===== src/rtl/player_motion_ctrl.sv =====
// Player physics and animation controller: one update per synchronized vsync fall.
// Optional air re-launch enabled by defining DOUBLE_JUMP_EN.
module player_motion_ctrl #(
  parameter int X_START     = 32,
  parameter int X_MIN       = 32,
  parameter int X_MAX       = 576,
  parameter int FLOOR_Y     = 416,
  parameter int CEIL_Y      = 32,
  parameter int X_SPEED     = 2,
  parameter int JUMP_V      = 12,
  parameter int GRAVITY     = 1,
  parameter int MAX_FALL    = 15,
  parameter int ANIM_DIV    = 6,
  parameter int WALK_FRAMES = 6,
  parameter int IDLE_FRAMES = 4
) (
  input  logic              clk,
  input  logic              rst,
  input  logic              vsync,
  input  logic              btn_left,
  input  logic              btn_right,
  input  logic              btn_jump,
  output logic [9:0]        img_x,
  output logic [9:0]        img_y,
  output logic [2:0]        frame_idx,
  output logic              is_moving,
  output logic              face_left,
  output logic              on_ground,
  output logic [1:0]        dbg_state,
  output logic signed [7:0] dbg_vel_y
);

  localparam logic [1:0] ST_IDLE = 2'd0;
  localparam logic [1:0] ST_WALK = 2'd1;
  localparam logic [1:0] ST_JUMP = 2'd2;
  localparam logic [1:0] ST_FALL = 2'd3;

  localparam logic [7:0]         VEL_LAUNCH = 8'(-JUMP_V);
  localparam logic signed [11:0] FLOOR_S    = 12'(FLOOR_Y);
  localparam logic signed [11:0] CEIL_S     = 12'(CEIL_Y);
  localparam logic signed [8:0]  GRAV_S     = 9'(GRAVITY);
  localparam logic signed [8:0]  MAXF_S     = 9'(MAX_FALL);
  localparam logic [3:0]         ANIM_LAST  = 4'(ANIM_DIV - 1);
  localparam logic [2:0]         WALK_LAST  = 3'(WALK_FRAMES - 1);
  localparam logic [2:0]         IDLE_LAST  = 3'(IDLE_FRAMES - 1);

  logic       vs_meta_q, vs_sync_q, vs_prev_q;
  logic [9:0] x_q, x_d, y_q, y_d;
  logic [2:0] frame_q, frame_d;
  logic [3:0] cnt_q, cnt_d;
  logic [7:0] vel_q, vel_d;
  logic [1:0] state_q, state_d;
  logic       face_q, face_d;
  logic       prev_jump_q, prev_jump_d;
`ifdef DOUBLE_JUMP_EN
  logic       air_used_q, air_used_d;
`endif

  logic              tick, go_left, go_right, has_dir, jmp, air_jump;
  logic [10:0]       x_inc;
  logic [9:0]        x_right, x_left;
  logic signed [11:0] ny;
  logic signed [8:0] vel_g;
  logic [7:0]        vel_next;
  logic [1:0]        ground_nxt;
  logic [2:0]        frame_last;

  always_comb begin
    tick     = vs_prev_q & ~vs_sync_q;
    go_left  = btn_left & ~btn_right;
    go_right = btn_right & ~btn_left;
    has_dir  = go_left | go_right;
    jmp      = btn_jump & ~prev_jump_q;
`ifdef DOUBLE_JUMP_EN
    air_jump = jmp & ~air_used_q;
`else
    air_jump = 1'b0;
`endif
    // Saturate against the walls without ever wrapping the 10-bit position.
    x_inc   = {1'b0, x_q} + 11'(X_SPEED);
    x_right = (x_inc > 11'(X_MAX)) ? 10'(X_MAX) : x_inc[9:0];
    x_left  = ({1'b0, x_q} < 11'(X_MIN) + 11'(X_SPEED)) ? 10'(X_MIN) : x_q - 10'(X_SPEED);
    ny       = $signed({2'b00, y_q}) + $signed({{4{vel_q[7]}}, vel_q});
    vel_g    = $signed({vel_q[7], vel_q}) + GRAV_S;
    vel_next = (vel_g > MAXF_S) ? 8'(MAX_FALL) : vel_g[7:0];
    ground_nxt = has_dir ? ST_WALK : ST_IDLE;
    frame_last = (state_q == ST_WALK) ? WALK_LAST : IDLE_LAST;
  end

  always_comb begin
    x_d         = x_q;
    y_d         = y_q;
    frame_d     = frame_q;
    cnt_d       = cnt_q;
    vel_d       = vel_q;
    state_d     = state_q;
    face_d      = face_q;
    prev_jump_d = prev_jump_q;
`ifdef DOUBLE_JUMP_EN
    air_used_d  = air_used_q;
`endif
    if (tick) begin
      prev_jump_d = btn_jump;
      if (go_right)     x_d = x_right;
      else if (go_left) x_d = x_left;
      if (go_left)       face_d = 1'b1;
      else if (go_right) face_d = 1'b0;
      case (state_q)
        ST_IDLE, ST_WALK: begin
          if (jmp) begin
            vel_d   = VEL_LAUNCH;
            state_d = ST_JUMP;
          end else begin
            state_d = ground_nxt;
            if (ground_nxt != state_q) begin
              frame_d = 3'd0;
              cnt_d   = 4'd0;
            end else if (cnt_q == ANIM_LAST) begin
              cnt_d   = 4'd0;
              frame_d = (frame_q == frame_last) ? 3'd0 : frame_q + 3'd1;
            end else begin
              cnt_d = cnt_q + 4'd1;
            end
          end
        end
        default: begin
          if (air_jump) begin
            vel_d   = VEL_LAUNCH;
            state_d = ST_JUMP;
`ifdef DOUBLE_JUMP_EN
            air_used_d = 1'b1;
`endif
          end else if (ny >= FLOOR_S) begin
            y_d     = 10'(FLOOR_Y);
            vel_d   = 8'd0;
            state_d = ground_nxt;
            frame_d = 3'd0;
            cnt_d   = 4'd0;
`ifdef DOUBLE_JUMP_EN
            air_used_d = 1'b0;
`endif
          end else if (ny < CEIL_S) begin
            y_d     = 10'(CEIL_Y);
            vel_d   = 8'd0;
            state_d = ST_FALL;
          end else begin
            y_d     = ny[9:0];
            vel_d   = vel_next;
            state_d = vel_next[7] ? ST_JUMP : ST_FALL;
          end
        end
      endcase
    end
  end

  always_ff @(posedge clk) begin
    if (rst) begin
      vs_meta_q   <= 1'b1;
      vs_sync_q   <= 1'b1;
      vs_prev_q   <= 1'b1;
      x_q         <= 10'(X_START);
      y_q         <= 10'(FLOOR_Y);
      frame_q     <= 3'd0;
      cnt_q       <= 4'd0;
      vel_q       <= 8'd0;
      state_q     <= ST_IDLE;
      face_q      <= 1'b0;
      prev_jump_q <= 1'b0;
`ifdef DOUBLE_JUMP_EN
      air_used_q  <= 1'b0;
`endif
    end else begin
      vs_meta_q   <= vsync;
      vs_sync_q   <= vs_meta_q;
      vs_prev_q   <= vs_sync_q;
      x_q         <= x_d;
      y_q         <= y_d;
      frame_q     <= frame_d;
      cnt_q       <= cnt_d;
      vel_q       <= vel_d;
      state_q     <= state_d;
      face_q      <= face_d;
      prev_jump_q <= prev_jump_d;
`ifdef DOUBLE_JUMP_EN
      air_used_q  <= air_used_d;
`endif
    end
  end

  assign img_x     = x_q;
  assign img_y     = y_q;
  assign frame_idx = frame_q;
  assign is_moving = (state_q != ST_IDLE);
  assign face_left = face_q;
  assign on_ground = ~state_q[1];
  assign dbg_state = state_q;
  assign dbg_vel_y = vel_q;

endmodule


===== config.mk =====
export PLATFORM = sky130hd
export DESIGN_NAME = player_motion_ctrl
export DESIGN_NICKNAME = d
export VERILOG_FILES = /design/src/rtl/player_motion_ctrl.sv
export SDC_FILE = /design/constraint.sdc
export NUM_CORES = 1
export LEC_CHECK = 0
export ABC_CLOCK_PERIOD_IN_PS = 4400
export CAP_MARGIN = 20
export CORE_ASPECT_RATIO = 1.4
export CORE_MARGIN = 2
export CORE_UTILIZATION = 35
export CTS_BUF_LIST = sky130_fd_sc_hd__clkbuf_4 sky130_fd_sc_hd__clkbuf_8
export CTS_CLUSTER_DIAMETER = 60
export DETAILED_ROUTE_END_ITERATION = 16
export GPL_TIMING_DRIVEN = 0
export PLACE_DENSITY = 0.58
export SLEW_MARGIN = 10
export SYNTH_ARGS = -nofsm -noshare
export SYNTH_HDL_FRONTEND = slang
export SYNTH_SLANG_ARGS = --single-unit

===== constraint.sdc =====
create_clock -name clk -period 4.4 [get_ports clk]
set_clock_uncertainty 0.15 [all_clocks]
set_input_delay 0.88 -clock clk [delete_from_list [all_inputs] [get_ports clk]]
set_output_delay 0.88 -clock clk [all_outputs]
set_load 0.05 [all_outputs]

==> qor.txt <==
Pin count of the biggest net entering global routing - 13
Mux share of post-synthesis cell area - 0.01111
Port buffer count - 39
Final core occ - 0.4241
Post-Layout Cell Count - 576
Final hold vios - 0
Register bit count reported by yosys - 41
Area grow syn2layout - 19.37%
CTS tree - built
CP Max Fanout - 9
Share of layout cells above drive strength 1 - 0.05544
Placeable Area - 0.008875 mm2
Slew Limit Fails - 0
Pleak - 0.001383 uW
Post-CTS resize count - 0
Die Footprint - 0.009794 mm2
Largest family of logic cells by synthesized area - compound AO/OA/AOI/OAI gates
Initial DRC Count - 147
WP data arrival - 3690 ps
Max VDD drop - 132.7 uV
Met1 global-route usage - 0.2103
Number of diodes - 0
Post-Layout Inst Area - 0.003764 mm2
RSZ-0062 raised after global routing - no
Post-route setup slack - 803.5 ps
Max_cap viols - 0
Final ANT Viol Nets - 0
Gate power share - 0.190
Clock share of power - 0.328
Post-CTS Setup Inserts - 0
PwrDens - 212.8 mW/mm2
Starting Density - 0.3553
Async S/R FF share, synth - 0
Placed Instance Area - 0.003677 mm2
Worst slew pin tran - 945.1 ps
Count of cell types in the netlist - 72
Cts hold-fix bufs - 0
Simple-gate area share of the yosys netlist - 0.2591
Tcrit/Tclk final - 0.8174
Clock network latency to the later pin of the worst-skew pair - 310 ps
Placer Congestion - 0.8655
Setup WS pre-CTS - 841.7 ps
WP data required - 4490 ps
Startpoint types - register
Root Buffer - clkbuf_8
TNS Setup - 0 ps
WS Path Type - register to register
Outcome - completed
Vias in the first global route - 3061
IO Count - 42
First-pass iteration count of the detailed router - 4
Seq/Total Area, Yosys - 0.2603
Initial antenna violation count - 0
Num CTS Buffers - 5
M3 GR Usage - 0.02544
Die X - 84.22 um
DR vias - 3301
P_sw - 255.0 uW
Syn_nets - 449
Commonest non-fill, non-tap cell in the layout - nand2_1
Top Usage Layer GRT - met2
Synth Flop Type - dfxtp_1
CTS clk-pin slew, worst paths - 90 ps
Gr usage total - 0.1848
Sw Ratio - 0.3184
Worst min path class - register to register
Fin nets - 495
Total routed wirelength - 8882 um
Post-Synth XOR/XNOR Area - 0.03333
# setup viols final - 0
Clk sinks - 41
Dpl cells - 568
Fmax - 278.0 MHz
Die Height - 116.3 um
Hpwl dp - 6726 um
Flop pwr share - 0.481
GR Util met2 - 0.3407
P_int - 545.8 uW
Worst relative slew slack - 0.3654
Ys Warns - 0
Vias per cell - 5.731
Post-Synth Adder-Cell Area - 0.08889
Post-Syn Instances - 422
Syn Area/Cell - 7.472 um2
Most frequent cells in the layout - nand2_1 (47), dfxtp_1 (41), clkdlybuf4s50_1 (39)
CP Capture Type - register
Synth Area in Compound Gates - 0.2853
Rows - 41
# DRC - 0
Post-synth EDFFs - 0
Max Buffers Root-to-Sink - 2
First-pass GRT wire length - 14780 um
Htree depth - 2
Routed WL per cell - 15.42 um
Fin crit period - 3597 ps
Grt ovf - 0
Mapped Area - 0.003153 mm2
-- registers in the layout, summed over array words and instances, names as in the netlist --
signal       flops
prev_jump_q      1
cnt_q            4
frame_idx        3
vs_meta_q        1
dbg_vel_y        8
face_left        1
vs_sync_q        1
img_y           10
vs_prev_q        1
img_x            9
dbg_state        2
-- power by group through the flow --
stage | logic (uW) | clock network (uW) | registers (uW)
6_report | 152 | 263 | 386
5_1_grt | 167 | 281 | 387
4_1_cts | 152 | 271 | 386
3_5_place_dp | 152 | 0 | 395
3_3_place_gp | 151 | 0 | 394
2_1_floorplan | 95.9 | 0 | 407
-- worst max-delay path: stages, from the launching register on --
cell      delay (ps)
dfxtp_1          520
ha_1             300
inv_1             70
fa_1             400
nand2b_1         180
a21oi_1          310
o21a_1           190
xor2_1           200
and3_1           180
clkbuf_1         300
a32oi_1          260
a211o_1          350
a21oi_1          110
-- Yosys cell counts, types with 2 or more instances --
library cell,instances,share of area
and3_1,2,0.0040
o21bai_1,2,0.0048
nor2b_1,2,0.0040
o21ai_1,3,0.0048
a21oi_1,35,0.056
nor3_1,12,0.019
o2bb2ai_1,2,0.0056
xnor2_1,5,0.014
a211oi_1,5,0.012
o211ai_1,4,0.0095
o21a_1,3,0.0071
a32oi_1,4,0.011
o21ai_0,27,0.043
a21o_1,5,0.012
a31oi_1,4,0.0079
a22oi_1,5,0.012
dfxtp_1,41,0.26
xor2_1,7,0.019
nand3_1,19,0.030
o31ai_1,4,0.0095
mux2i_1,2,0.0063
nand4_1,13,0.026
nand2b_1,8,0.016
clkbuf_1,21,0.025
a21boi_0,2,0.0048
ha_1,20,0.079
or3_1,6,0.012
inv_1,22,0.026
buf_1,2,0.0024
o22a_1,2,0.0056
o31a_1,2,0.0056
o2111a_1,2,0.0071
nand2_1,47,0.056
nor2_1,32,0.038
nor4_1,4,0.0079
or2_2,8,0.016
o2111ai_1,3,0.0083
-- layer usage --
layer  routed length (um)  vias up
met2                 4662       84
li1                     -     1638
met3                  323       17
met1                 3662     1562
met4                  234        0
met5                    0        -
-- area by class of cell --
| type | count | area [um2] |
|---|---|---|
| Tap cell | 107 | 133.9 |
| Inverter | 23 | 86.33 |
| Clock inverter | 2 | 10.01 |
| Fill cell | 930 | 5111 |
| Multi-Input combinational cell | 333 | 2141 |
| Timing Repair Buffer | 39 | 390.4 |
| Clock buffer | 6 | 76.32 |
| Sequential cell | 41 | 820.8 |
| Buffer | 25 | 105.1 |
-- final timing paths --
| check | cells past startpoint | slack, ps | to | from |
|---|---|---|---|---|
| setup / recovery | 12 | 800 | frame_idx[0] | dbg_vel_y[0] |
| setup reg to reg | 12 | 800 | frame_idx[0] | dbg_vel_y[0] |
| hold reg to reg | 1 | 270 | vs_sync_q | vs_meta_q |
| hold / removal | 1 | 270 | vs_sync_q | vs_meta_q |
-- stage by stage --
step,hold slack [ps],power [uW]
floorplan,239.5,503.1
global placement,246.9,545.3
detailed placement,243.6,546.2
CTS,272.1,808.9
global route,282.3,835.5
finish,272.8,800.8
-- logic make-up (layout without fill, tap and decap cells) --
family | Yosys count | in the layout
adders and majority gates | 22 | 22
and+or+nand+nor | 163 | 163
DFF | 41 | 41
xor gates and xnor gates | 12 | 12
AOI/OAI and AO/OA | 132 | 132
buffers and inverters | 48 | 95
other | 1 | 1
muxes | 3 | 3
Note: power is estimated with default switching activity, not from simulation.
